## config.mk

```make
export PLATFORM = sky130hd
export DESIGN_NAME = axi_sram_read_slave_flat
export DESIGN_NICKNAME = d
export VERILOG_FILES = /design/src/rtl/axi_sram_read_slave_if.sv /design/src/rtl/axi_sram_read_slave.sv /design/src/flat_wrapper.sv
export SDC_FILE = /design/constraint.sdc
export NUM_CORES = 1
export LEC_CHECK = 0
export CAP_MARGIN = 20
export CORE_MARGIN = 2
export CORE_UTILIZATION = 45
export DETAILED_ROUTE_END_ITERATION = 10
export GPL_TIMING_DRIVEN = 1
export PLACE_DENSITY = 0.87
export RECOVER_POWER = 50
export SETUP_SLACK_MARGIN = 0.5
export SLEW_MARGIN = 0
export SYNTH_ARGS = -nofsm -noshare
export SYNTH_HDL_FRONTEND = slang
export SYNTH_SLANG_ARGS = --single-unit
```

## constraint.sdc

```tcl
create_clock -name clock -period 10 [get_ports clock]
set_clock_uncertainty 0.1 [all_clocks]
set_input_delay 2 -clock clock [delete_from_list [all_inputs] [get_ports clock]]
set_output_delay 2 -clock clock [all_outputs]
set_load 0.1 [all_outputs]
```

## src/rtl/axi_sram_read_slave_if.sv

```systemverilog
// AXI read-channel bundle (AR + R) between the interconnect and the
// SRAM read slave. The master side drives AR and RREADY; the slave side
// drives ARREADY and the R beat.
//
// Handshake rule for both channels: a transfer happens on a rising clock
// edge where VALID and READY are both high. VALID, once raised, holds its
// payload until that edge. VALID never waits on READY.
interface axi_sram_read_slave_if #(
  parameter int ID_W   = 8,
  parameter int ADDR_W = 32,
  parameter int DATA_W = 32,
  parameter int LEN_W  = 4
);
  logic [ID_W-1:0]   ARID;
  logic [ADDR_W-1:0] ARADDR;
  logic [LEN_W-1:0]  ARLEN;
  logic [2:0]        ARSIZE;
  logic [1:0]        ARBURST;
  logic              ARVALID;
  logic              ARREADY;
  logic [ID_W-1:0]   RID;
  logic [DATA_W-1:0] RDATA;
  logic [1:0]        RRESP;
  logic              RLAST;
  logic              RVALID;
  logic              RREADY;

  modport master (
    output ARID, ARADDR, ARLEN, ARSIZE, ARBURST, ARVALID, RREADY,
    input  ARREADY, RID, RDATA, RRESP, RLAST, RVALID
  );

  modport slave (
    input  ARID, ARADDR, ARLEN, ARSIZE, ARBURST, ARVALID, RREADY,
    output ARREADY, RID, RDATA, RRESP, RLAST, RVALID
  );
endinterface

```

## src/rtl/axi_sram_read_slave.sv

```systemverilog
// AXI read slave in front of a synchronous single-port SRAM.
// Accepts one AR burst at a time (FIXED / INCR / WRAP), streams one R beat
// per cycle by presenting the next beat's word address in the same cycle
// the current beat is accepted. Illegal requests return SLVERR beats
// without touching the SRAM.
// Optional feature macro: AXI_WRAP_BURST_EN (defined = WRAP bursts served,
// undefined = WRAP requests answered with SLVERR).
module axi_sram_read_slave #(
  parameter int ID_W    = 8,
  parameter int ADDR_W  = 32,
  parameter int DATA_W  = 32,
  parameter int SRAM_AW = 14,
  parameter int LEN_W   = 4
) (
  input  logic                 clock,
  input  logic                 reset,
  axi_sram_read_slave_if.slave bus,
  input  logic                 rd_allow,
  output logic                 finish,
  output logic [SRAM_AW-1:0]   Address,
  output logic                 ReadEnable,
  input  logic [DATA_W-1:0]    DataRead,
  output logic                 state_dbg
);

  localparam int OFS = $clog2(DATA_W / 8);

  typedef enum logic {IDLE, DATA} state_t;

  state_t             state;
  logic [ID_W-1:0]    id_q;
  logic [ADDR_W-1:0]  addr_q;
  logic [2:0]         size_q;
  logic [1:0]         burst_q;
  logic [LEN_W-1:0]   cnt_q;
  logic               err_q;
`ifdef AXI_WRAP_BURST_EN
  logic [LEN_W-1:0]   len_q;
  logic [ADDR_W-1:0]  wrap_mask;
`endif

  logic               ar_legal;
  logic               last_beat;
  logic [ADDR_W-1:0]  step;
  logic [ADDR_W-1:0]  aligned;
  logic [ADDR_W-1:0]  next_addr;

  // Legality of the request currently on AR.
  always_comb begin
    ar_legal = 1'b1;
    if (int'(bus.ARSIZE) > OFS) ar_legal = 1'b0;
    if (bus.ARBURST == 2'b11)   ar_legal = 1'b0;
`ifdef AXI_WRAP_BURST_EN
    if (bus.ARBURST == 2'b10 &&
        !(int'(bus.ARLEN) == 1 || int'(bus.ARLEN) == 3 ||
          int'(bus.ARLEN) == 7 || int'(bus.ARLEN) == 15))
      ar_legal = 1'b0;
`else
    if (bus.ARBURST == 2'b10)   ar_legal = 1'b0;
`endif
  end

  // Address of the beat after the current one; stepping starts from the
  // size-aligned address so an unaligned start only affects beat 0.
  always_comb begin
    step    = ADDR_W'(1) << size_q;
    aligned = addr_q & ~(step - ADDR_W'(1));
`ifdef AXI_WRAP_BURST_EN
    wrap_mask = ((ADDR_W'(len_q) + ADDR_W'(1)) << size_q) - ADDR_W'(1);
`endif
    case (burst_q)
      2'b01:   next_addr = aligned + step;
`ifdef AXI_WRAP_BURST_EN
      2'b10:   next_addr = (aligned & ~wrap_mask) | ((aligned + step) & wrap_mask);
`endif
      default: next_addr = addr_q;
    endcase
  end

  assign last_beat = (cnt_q == '0);

  // SRAM port: first word on the AR handshake, then lookahead on accept,
  // otherwise hold the current word so RDATA stays stable during a stall.
  always_comb begin
    Address    = '0;
    ReadEnable = 1'b0;
    if (state == IDLE) begin
      if (bus.ARVALID && rd_allow && ar_legal) begin
        Address    = bus.ARADDR[SRAM_AW+OFS-1:OFS];
        ReadEnable = 1'b1;
      end
    end else if (!err_q) begin
      ReadEnable = 1'b1;
      if (bus.RREADY && !last_beat) Address = next_addr[SRAM_AW+OFS-1:OFS];
      else                          Address = addr_q[SRAM_AW+OFS-1:OFS];
    end
  end

  assign bus.ARREADY = (state == IDLE) && rd_allow;
  assign bus.RVALID  = (state == DATA);
  assign bus.RID     = id_q;
  assign bus.RDATA   = (state == DATA && !err_q) ? DataRead : '0;
  assign bus.RRESP   = err_q ? 2'b10 : 2'b00;
  assign bus.RLAST   = (state == DATA) && last_beat;
  assign finish      = (state == DATA) && bus.RREADY && last_beat;
  assign state_dbg   = (state == DATA);

  // Burst FSM: capture AR, count beats down, step the address on accept.
  always_ff @(posedge clock or negedge reset) begin
    if (!reset) begin
      state   <= IDLE;
      id_q    <= '0;
      addr_q  <= '0;
      size_q  <= '0;
      burst_q <= '0;
      cnt_q   <= '0;
      err_q   <= 1'b0;
`ifdef AXI_WRAP_BURST_EN
      len_q   <= '0;
`endif
    end else begin
      case (state)
        IDLE: begin
          if (bus.ARVALID && rd_allow) begin
            state   <= DATA;
            id_q    <= bus.ARID;
            addr_q  <= bus.ARADDR;
            size_q  <= bus.ARSIZE;
            burst_q <= bus.ARBURST;
            cnt_q   <= bus.ARLEN;
            err_q   <= !ar_legal;
`ifdef AXI_WRAP_BURST_EN
            len_q   <= bus.ARLEN;
`endif
          end
        end
        DATA: begin
          if (bus.RREADY) begin
            if (last_beat) begin
              state   <= IDLE;
              id_q    <= '0;
              addr_q  <= '0;
              size_q  <= '0;
              burst_q <= '0;
              err_q   <= 1'b0;
`ifdef AXI_WRAP_BURST_EN
              len_q   <= '0;
`endif
            end else begin
              cnt_q  <= cnt_q - LEN_W'(1);
              addr_q <= next_addr;
            end
          end
        end
        default: state <= IDLE;
      endcase
    end
  end

endmodule

```

## src/flat_wrapper.sv

```systemverilog
// flat-port wrapper written by rule: the top's interface ports become plain ports
module axi_sram_read_slave_flat 
#(
  parameter int ID_W    = 8,
  parameter int ADDR_W  = 32,
  parameter int DATA_W  = 32,
  parameter int SRAM_AW = 14,
  parameter int LEN_W   = 4
)
  (clock, reset, rd_allow, finish, Address, ReadEnable, DataRead, state_dbg, bus_ARID, bus_ARADDR, bus_ARLEN, bus_ARSIZE, bus_ARBURST, bus_ARVALID, bus_RREADY, bus_ARREADY, bus_RID, bus_RDATA, bus_RRESP, bus_RLAST, bus_RVALID);
  axi_sram_read_slave_if #(.ID_W(ID_W), .ADDR_W(ADDR_W), .DATA_W(DATA_W), .LEN_W(LEN_W)) bus_i ();
  input  logic clock;
  input  logic reset;
  input  logic rd_allow;
  output logic finish;
  output logic [SRAM_AW-1:0] Address;
  output logic ReadEnable;
  input  logic [DATA_W-1:0] DataRead;
  output logic state_dbg;
  input wire logic [$bits(bus_i.ARID)-1:0] bus_ARID;
  input wire logic [$bits(bus_i.ARADDR)-1:0] bus_ARADDR;
  input wire logic [$bits(bus_i.ARLEN)-1:0] bus_ARLEN;
  input wire logic [$bits(bus_i.ARSIZE)-1:0] bus_ARSIZE;
  input wire logic [$bits(bus_i.ARBURST)-1:0] bus_ARBURST;
  input wire logic [$bits(bus_i.ARVALID)-1:0] bus_ARVALID;
  input wire logic [$bits(bus_i.RREADY)-1:0] bus_RREADY;
  output wire logic [$bits(bus_i.ARREADY)-1:0] bus_ARREADY;
  output wire logic [$bits(bus_i.RID)-1:0] bus_RID;
  output wire logic [$bits(bus_i.RDATA)-1:0] bus_RDATA;
  output wire logic [$bits(bus_i.RRESP)-1:0] bus_RRESP;
  output wire logic [$bits(bus_i.RLAST)-1:0] bus_RLAST;
  output wire logic [$bits(bus_i.RVALID)-1:0] bus_RVALID;
  assign bus_i.ARID = bus_ARID;
  assign bus_i.ARADDR = bus_ARADDR;
  assign bus_i.ARLEN = bus_ARLEN;
  assign bus_i.ARSIZE = bus_ARSIZE;
  assign bus_i.ARBURST = bus_ARBURST;
  assign bus_i.ARVALID = bus_ARVALID;
  assign bus_i.RREADY = bus_RREADY;
  assign bus_ARREADY = bus_i.ARREADY;
  assign bus_RID = bus_i.RID;
  assign bus_RDATA = bus_i.RDATA;
  assign bus_RRESP = bus_i.RRESP;
  assign bus_RLAST = bus_i.RLAST;
  assign bus_RVALID = bus_i.RVALID;
  axi_sram_read_slave #(.ID_W(ID_W), .ADDR_W(ADDR_W), .DATA_W(DATA_W), .SRAM_AW(SRAM_AW), .LEN_W(LEN_W)) u_core (.clock(clock), .reset(reset), .bus(bus_i), .rd_allow(rd_allow), .finish(finish), .Address(Address), .ReadEnable(ReadEnable), .DataRead(DataRead), .state_dbg(state_dbg));
endmodule
```

==> out/metrics.yaml, run 1 <==
critical_path:
  critPathMostFrequentCell: "clkdlybuf4s50_1"
  startpoint_type: "primary input"
  cp-end-kind: "output pin"
  slowest_stage: "clkdlybuf4s50_1"
  path_cells: "clkdlybuf4s50_1 -> a211oi_1 -> and3_1 -> a32oi_1 -> o31ai_1 -> clkdlybuf4s50_1"
  path_class: "primary input to output pin"
  worstPathMaxFanout: 14
  slowest_delay_ps: 1200
  cp.required_ps: 7900
  arrival_ps: 5130
yosys:
  synth_common_cells: "nand2_1, dfrtp_1, and2_1, a21oi_1"
  yosysUniqueCellTypes: 72
  yosysTopAreaCellShare_pct: 28.5
  postSynthCellCount: 394
  ys_seq_elements: 35
  ys_seq_area_share_pct: 28.5
  synthArstFlopShare_pct: 100
  synthTopCellsByArea: "dfrtp_1, nand2_1, and2_1, a21oi_1, nand3_1"
  syn_area_per_cell_um2: 7.81
  yosysMostFrequentCell: "nand2_1"
  synth_edf_count: 0
  ys.flop_type: "dfrtp_1"
  ys_warn_count: 0
  syn_area_um2: 3080
  synth_top_cell_by_area: "dfrtp_1"
  synth_nets: 485
cells_and_area:
  final_util_pct: 66.0
  final_layout_size_suffix_gt1_share_pct: 6.52
  fin_nets: 596
  syn_to_final_growth_pct: 44.0
  diodes: 0
routing:
  drt-total-wl_um: 10100
  wl_per_cell_um: 17.2
  first_pass_iters: 5
  ant_nets: 0
  drc: 0
  dr.first_iter.drc_count: 366
  dr_total_vias: 3464
  drt-vias-per-instance: 5.91
place:
  hpwl_um: 7360
  globalplace.congestion: 0.921
  io_buffers: 130
die:
  start_util_pct: 45.8
  die_w_um: 86.7
  die_h_um: 86.7
  die_area_um2: 7520
  num_rows: 30
  core_um2: 6720
  ios: 148
pwr:
  power_switching_w: 0.00107
  clockPowerShare_pct: 6.7
  pwr-share-seq_pct: 16.7
  switching_share_pct: 66.2
  p_int_w: 0.000544
  cellLeakagePower_nw: 1.79
  combPwrFrac_pct: 76.7
  powerDensity_nw_per_um2: 363
  peakVddDrop_uv: 203
clock_network:
  cts_resized: 0
  postCtsHoldBufs: 0
  clk_latency_ps: 300
  clk_pin_slew_ps: 80
  clk_path_buf_depth: 2
  htree_num_levels: 2
  cts_num_sinks: 35
  cts-root-buf: "clkbuf_8"
  cts_tree: "built"
  postCtsSetupBuffers: 0
  cts_inserted_buffers: 5
timing:
  hold_viol_final: 0
  max_slew_margin_pct: -34.8
  rsz0062_at_grt: "false"
  worst_slew_pin_slew_ps: 2020
  final.setup.tns_ps: 0
  period_minus_slack_ps: 7230
  setup_violations: 0
  clock.fmax_ghz: 0.138
  finalCritPeriodShare_pct: 72.3
  drv_slew: 36
global_routing:
  grt_max_degree: 39
  grt_pass1_wl_um: 15800
  first_global_vias: 3234
  gr-usage-all-layers_pct: 26.4
  antenna_found_initial: 0
  grt_overflow: 0
run_status:
  violations: "max-capacitance violations, max-slew violations"
  outcome: "finished with violations"
run:
  drv_cap: 1
hold_path:
  min_path_type: "flip-flop to flip-flop"
-- power by group through the flow --
stage                     clock (W)  combinational (W)  sequential, W
after CTS                  0.000108            0.00123       0.000265
after global placement            0            0.00122       0.000263
after detailed placement          0            0.00123       0.000267
final                      0.000107            0.00123       0.000268
after floorplan                   0           0.000969       0.000257
after global routing       0.000113            0.00128       0.000276
-- routing by layer --
metal	global-route usage, %	share of wire (%)	vias up	routed length [µm]
met2	45.2	51	184	5140
met1	34.6	40	1633	4050
li1	-	-	1636	-
met5	0	0	-	0
met3	4.10	7.7	11	774
met4	7.67	1.0	0	104
-- per-stage QoR --
| stage | instances | hold WS, ps | total power, W | instance area (µm²) | worst slack [ps] |
|---|---|---|---|---|---|
| after floorplan | 394 | 353 | 0.00123 | 3080 | 2760 |
| after global placement | 578 | 350 | 0.00148 | 4350 | 2820 |
| after detailed placement | 578 | 361 | 0.00150 | 4350 | 2800 |
| after CTS | 586 | 386 | 0.00161 | 4440 | 2790 |
| after global routing | 586 | 405 | 0.00167 | 4430 | 2630 |
| final | 586 | 371 | 0.00161 | 4430 | 2770 |
-- critical path: cells and delay by family --
family | cells | cell delay (ps)
AO/OA/AOI/OAI | 3 | 800
buffers and inverters | 2 | 1620
AND/OR/NAND/NOR | 1 | 690
-- logic make-up after synthesis --
group	after synthesis	share of synthesized area, %
AO/OA/AOI/OAI	112	26.3
XOR/XNOR	11	3.13
AND/OR/NAND/NOR	184	31.7
flip-flops	35	28.5
adder cells (fa/ha/maj)	5	2.28
other	1	0.122
multiplexers	4	1.38
buffers and inverters	42	6.59
-- sequential cells by signal (all words and copies together) (netlist names) --
name / flops
u_core.size_q: 3
u_core.bus.RVALID: 1
u_core.bus.RID: 8
u_core.addr_q: 16
u_core.burst_q: 2
u_core.cnt_q: 4
u_core.err_q: 1
-- area by class of cell --
cell class | instances | area (µm²)
tap | 80 | 100
clock inverter | 3 | 20.0
multi-input combinational | 317 | 2000
inverter | 12 | 45.0
sequential | 35 | 876
timing repair buffer | 134 | 1320
fill | 553 | 2290
clock buffer | 5 | 68.8
-- worst paths after layout --
check,start,endpoint,slack (ps),cells past startpoint
setup / recovery,bus_ARSIZE[0],Address[3],2770,6
hold / removal,u_core.bus.RID[0],u_core.bus.RID[0],370,2
setup reg to reg,u_core.size_q[2],u_core.addr_q[6],6250,10
hold reg to reg,u_core.bus.RID[0],u_core.bus.RID[0],370,2
max in group asynchronous,reset,u_core.addr_q[1],5930,2
min in group asynchronous,reset,u_core.bus.RID[0],2710,2
-- cell usage in the layout, fill, tap and decap left out, drive strengths merged, types with 3 or more instances in the layout --
cell type and n:
nand2 61, a32oi 4, dfrtp 35, and3 7, o21ai 33, and2 34, a31oi 3, nor3 13
ha 4, o311ai 6, nand3 24, nor2 19, o31ai 7, nor4 4, nor2b 3, clkdlybuf4s50 118
o211ai 4, clkbuf 7, xnor2 9, dlygate4sd3 12, a221o 4, a31o 3, a21oi 25, inv 12
a22o 3, nand2b 5, o22ai 3
(Power assumes the default switching activity.)
==> run 2, diff against run 1 <==
--- a/config.mk
+++ b/config.mk
@@ -7,10 +7,10 @@
 export LEC_CHECK = 0
 export CAP_MARGIN = 20
 export CORE_MARGIN = 2
-export CORE_UTILIZATION = 45
+export CORE_UTILIZATION = 42
 export DETAILED_ROUTE_END_ITERATION = 10
 export GPL_TIMING_DRIVEN = 1
-export PLACE_DENSITY = 0.87
+export PLACE_DENSITY = 0.82
 export RECOVER_POWER = 50
 export SETUP_SLACK_MARGIN = 0.5
 export SLEW_MARGIN = 0
==> constraint.sdc (replaced) <==
create_clock -name clock -period 7 [get_ports clock]
set_clock_uncertainty 0.1 [all_clocks]
set_input_delay 1.4 -clock clock [delete_from_list [all_inputs] [get_ports clock]]
set_output_delay 1.4 -clock clock [all_outputs]
set_load 0.1 [all_outputs]
==> out/metrics.yaml, run 2 (synthesis gave the netlist of run 1 again) <==
run_status:
  outcome: "finished with violations"
  violations: "max-capacitance violations, max-slew violations"
clock_network:
  cts_resized: 0
  postCtsHoldBufs: 0
  clk_path_buf_depth: 2
  clk_pin_slew_ps: 70
  clk_latency_ps: 290
  htree_num_levels: 2
  cts-root-buf: "clkbuf_8"
  cts_tree: "built"
  cts_inserted_buffers: 5
  postCtsSetupBuffers: 0
  cts_num_sinks: 35
die:
  die_area_um2: 8030
  die_h_um: 89.6
  core_um2: 7180
  ios: 148
  die_w_um: 89.6
  num_rows: 31
  start_util_pct: 42.9
global_routing:
  antenna_found_initial: 0
  grt_pass1_wl_um: 15500
  grt_max_degree: 39
  gr-usage-all-layers_pct: 24.6
  grt_overflow: 0
  first_global_vias: 3173
routing:
  dr.first_iter.drc_count: 354
  drc: 0
  dr_total_vias: 3530
  drt-vias-per-instance: 5.84
  first_pass_iters: 6
  ant_nets: 0
  wl_per_cell_um: 16.7
  drt-total-wl_um: 10100
critical_path:
  ff2ff_setup_slack_ps: 3250
  r2r.worst_path.cells: 10
  rr_startpoint: "u_core.size_q[2]"
  startpoint_type: "flip-flop"
  cp.required_ps: 5500
  path_class: "flip-flop to output pin"
  worstPathMaxFanout: 20
  cp-end-kind: "output pin"
  reg2reg_to: "u_core.addr_q[6]"
  arrival_ps: 4190
pwr:
  peakVddDrop_uv: 355
  fin_total_pwr_w: 0.00235
  powerDensity_nw_per_um2: 527
  cellLeakagePower_nw: 1.83
cells_and_area:
  largest_reg_flops: 16
  finalNonFillerCells: 604
  final_cell_mix: "clkdlybuf4s50_1, nand2_1, dfrtp_1"
  diodes: 0
  final_common_cell: "clkdlybuf4s50_1"
  fin_nets: 595
  syn_to_final_growth_pct: 44.6
  regMostFlops: "u_core.addr_q"
  final_layout_size_suffix_gt1_share_pct: 8.91
  nFillCells: 635
timing:
  clock.fmax_ghz: 0.176
  worst_slew_pin_slew_ps: 1920
  rsz0062_at_grt: "false"
  finalCritPeriodShare_pct: 81.3
  final.setup.tns_ps: 0
  drv_slew: 36
  setup_violations: 0
  hold_viol_final: 0
  period_minus_slack_ps: 5690
  max_slew_margin_pct: -27.7
place:
  io_buffers: 130
  globalplace.congestion: 0.909
  dp.cells: 596
  hpwl_um: 7300
run:
  drv_cap: 1
hold_path:
  worstHoldStart: "u_core.bus.RID[0]"
  min_to: "u_core.bus.RID[0]"
  min_path_type: "flip-flop to flip-flop"
  whs_path_depth: 2
run 2: worst max-delay path: stages (launching register included):
cell,delay (ps)
dfrtp_1,770
inv_1,320
and3_1,300
fa_1,540
or3_1,380
a41oi_2,330
o31ai_2,110
nand3_1,410
nor3_2,110
xnor2_1,150
o21ai_1,150
buf_4,320
run 2: power breakdown:
group          internal (W)  leakage (nW)  switching (W)
combinational      0.000426          1.32        0.00132
clock              0.000142        0.0654      0.0000751
sequential         0.000264         0.446       0.000120
total              0.000832          1.83        0.00152
run 2: layer usage:
metal | up-vias | wire length, µm | GRT usage [%] | part of all wire (%)
met5 | - | 0 | 0 | 0
met4 | 0 | 246 | 7.19 | 2.4
met3 | 31 | 898 | 4.30 | 8.9
met2 | 202 | 5060 | 40.8 | 50
met1 | 1663 | 3850 | 33.0 | 38
li1 | 1634 | - | - | -
run 2: how the worst max path moves through the flow:
stage | startpoint | to | slack [ps]
2_1_floorplan | rd_allow | Address[11] | 960
3_3_place_gp | bus_ARSIZE[0] | Address[3] | 1800
3_5_place_dp | u_core.size_q[2] | Address[12] | 1730
4_1_cts | u_core.size_q[2] | Address[12] | 1380
5_1_grt | u_core.size_q[2] | Address[12] | 1020
6_report | u_core.size_q[2] | Address[12] | 1310
run 2: layout make-up:
| class | instances | area (µm²) | area share [%] |
|---|---|---|---|
| Clock inverter | 2 | 60.1 | 1.35 |
| Clock buffer | 6 | 72.6 | 1.63 |
| Tap cell | 99 | 124 | 2.78 |
| Inverter | 12 | 45.0 | 1.01 |
| Multi-Input combinational cell | 317 | 2000 | 44.8 |
| Timing Repair Buffer | 133 | 1280 | 28.7 |
| Sequential cell | 35 | 876 | 19.7 |
run 2: stage by stage:
stage                     area [µm²]  util (%)  setup slack (ps)  hold WS, ps
after CTS                       4460      62.2              1380          371
final                           4450      62.0              1310          363
after detailed placement        4330      60.3              1730          356
after floorplan                 3080         -               960          353
after global routing            4450      62.0              1020          407
after global placement          4330      60.3              1800          358
==> run 3, diff against run 2 <==
--- a/config.mk
+++ b/config.mk
@@ -7,10 +7,10 @@
 export LEC_CHECK = 0
 export CAP_MARGIN = 20
 export CORE_MARGIN = 2
-export CORE_UTILIZATION = 42
+export CORE_UTILIZATION = 38
 export DETAILED_ROUTE_END_ITERATION = 10
 export GPL_TIMING_DRIVEN = 1
-export PLACE_DENSITY = 0.82
+export PLACE_DENSITY = 0.79
 export RECOVER_POWER = 50
 export SETUP_SLACK_MARGIN = 0.5
 export SLEW_MARGIN = 0
==> constraint.sdc (replaced) <==
create_clock -name clock -period 5 [get_ports clock]
set_clock_uncertainty 0.1 [all_clocks]
set_input_delay 1 -clock clock [delete_from_list [all_inputs] [get_ports clock]]
set_output_delay 1 -clock clock [all_outputs]
set_load 0.1 [all_outputs]
==> out/metrics.yaml, run 3 (synthesis gave the netlist of run 1 again) <==
global_routing:
  grt_overflow: 0
  antenna_found_initial: 0
  grt_max_degree: 39
  grt_pass1_wl_um: 16500
  first_global_vias: 3333
  gr-usage-all-layers_pct: 23.7
pwr:
  cellLeakagePower_nw: 1.92
  combPwrFrac_pct: 78.2
  switching_share_pct: 66.4
  clockPowerShare_pct: 6.7
  p_int_w: 0.00110
  peakVddDrop_uv: 431
  pwr-share-seq_pct: 15.1
  powerDensity_nw_per_um2: 726
  power_switching_w: 0.00218
cells_and_area:
  fin_nets: 602
  final_layout_size_suffix_gt1_share_pct: 19.9
  regMostFlops: "u_core.addr_q"
  final_cell_mix: "clkdlybuf4s50_1, nand2_1, buf_4"
  diodes: 0
  syn_to_final_growth_pct: 46.9
  largest_reg_flops: 16
  final_common_cell: "clkdlybuf4s50_1"
clock_network:
  clk_pin_slew_ps: 80
  cts_num_sinks: 35
  clk_path_buf_depth: 2
  postCtsHoldBufs: 0
  cts_inserted_buffers: 5
  clk_latency_ps: 300
  htree_num_levels: 2
  cts_tree: "built"
  cts-root-buf: "clkbuf_8"
die:
  core_um2: 7810
  die_w_um: 94
  start_util_pct: 39.4
  ios: 148
  die_h_um: 94
  die_area_um2: 8840
  num_rows: 32
timing:
  worst_slew_pin_slew_ps: 1260
  clock.fmax_ghz: 0.234
  hold_viol_final: 0
  final.setup.tns_ps: 0
  drv_slew: 0
  setup_violations: 0
  max_slew_margin_pct: 16.2
  setup_slack_ps: 720
  period_minus_slack_ps: 4280
  rsz0062_at_grt: "false"
  finalCritPeriodShare_pct: 85.6
critical_path:
  slowest_stage: "dfrtp_2"
  slowest_delay_ps: 450
  cp.required_ps: 3900
  arrival_ps: 3180
  worstPathMaxFanout: 13
  cp-end-kind: "output pin"
  worst_path_dominant_cell_family: "compound AO/OA/AOI/OAI gates"
  path_buf_inv: 2
  path_class: "flip-flop to output pin"
  startpoint_type: "flip-flop"
  path_cells: "buf_4 -> and3_1 -> ha_1 -> a22o_1 -> o311ai_2 -> a211oi_2 -> o21ai_2 -> a2111oi_4 -> nor3_1 -> o21ai_2 -> buf_6"
  critPathMostFrequentCell: "o21ai_2"
routing:
  wl_per_cell_um: 17.1
  drt-total-wl_um: 10500
  dr.first_iter.drc_count: 282
  drc: 0
  drt-vias-per-instance: 5.67
  dr_total_vias: 3480
  first_pass_iters: 5
  ant_nets: 0
run_status:
  outcome: "finished, final reports clean"
place:
  globalplace.congestion: 0.922
  pre_cts_slack_ps: 766
  hpwl_um: 7810
  io_buffers: 130
hold_path:
  min_path_type: "flip-flop to flip-flop"
run:
  drv_cap: 0
-- run 3: changes by cell type in the layout (fill, tap and decap cells not counted), sizes merged --
cell,delta
clkinvlp,+1
clkdlybuf4s50,-34
buf,+40
bufinv,-2
clkinv,+2
-- run 3: metrics by stage --
| stage | utilization (%) | total power (W) | instance area, µm² | cells | hold WS (ps) |
|---|---|---|---|---|---|
| CTS | 57.7 | 0.00328 | 4500 | 613 | 375 |
| global placement | 56.4 | 0.00303 | 4410 | 605 | 352 |
| detailed placement | 56.4 | 0.00306 | 4410 | 605 | 356 |
| finish | 57.9 | 0.00328 | 4520 | 614 | 366 |
| floorplan | - | 0.00249 | 3120 | 394 | 353 |
| global route | 57.9 | 0.00344 | 4520 | 614 | 398 |
-- run 3: cell type report --
cell class	count	area, µm²
fill	713	3290
multi-input combinational	317	2070
timing repair buffer	140	1310
sequential	35	877
tap	102	128
clock buffer	5	68.8
inverter	12	45.0
clock inverter	3	25.0
-- run 3: what timing repair did --
action | in CTS | in global routing
setup endpoints to repair | 4 | 5
endpoints found under the hold margin | 0 | 0
setup buffers | 0 | 1
gates resized for setup | 1 | 5
pin swaps | 0 | 2
-- run 3: layer usage --
metal	GRT usage (%)	share of wire (%)	vias to the layer above
met2	44.1	51	171
met5	0	0	-
met1	27.3	40	1642
met4	7.13	1.6	0
li1	-	-	1648
met3	4.41	7.9	19
-- run 3: path summary, 6_finish.rpt --
path / startpoint / endpoint / slack (ps) / cells past startpoint
worst max-delay path: u_core.size_q[0] / Address[13] / 720 / 11
worst min-delay path: u_core.bus.RID[0] / u_core.bus.RID[0] / 370 / 2
worst max register to register: u_core.size_q[1] / u_core.addr_q[6] / 2020 / 10
worst min register to register: u_core.bus.RID[0] / u_core.bus.RID[0] / 370 / 2
max in group asynchronous: reset / u_core.addr_q[13] / 2230 / 2
min in group asynchronous: reset / u_core.size_q[1] / 1150 / 1
-- run 3: tightest hold or removal path, cell delays in order (launching register included) --
cell and delay (ps):
dfrtp_1 340, nand2_1 50, nand2_1 50
-- run 3: power groups by stage --
stage	clock network, W	registers [W]	logic (W)
3_5_place_dp	0	0.000496	0.00256
6_report	0.000220	0.000497	0.00257
3_3_place_gp	0	0.000490	0.00254
5_1_grt	0.000232	0.000513	0.00269
4_1_cts	0.000219	0.000492	0.00257
2_1_floorplan	0	0.000514	0.00198
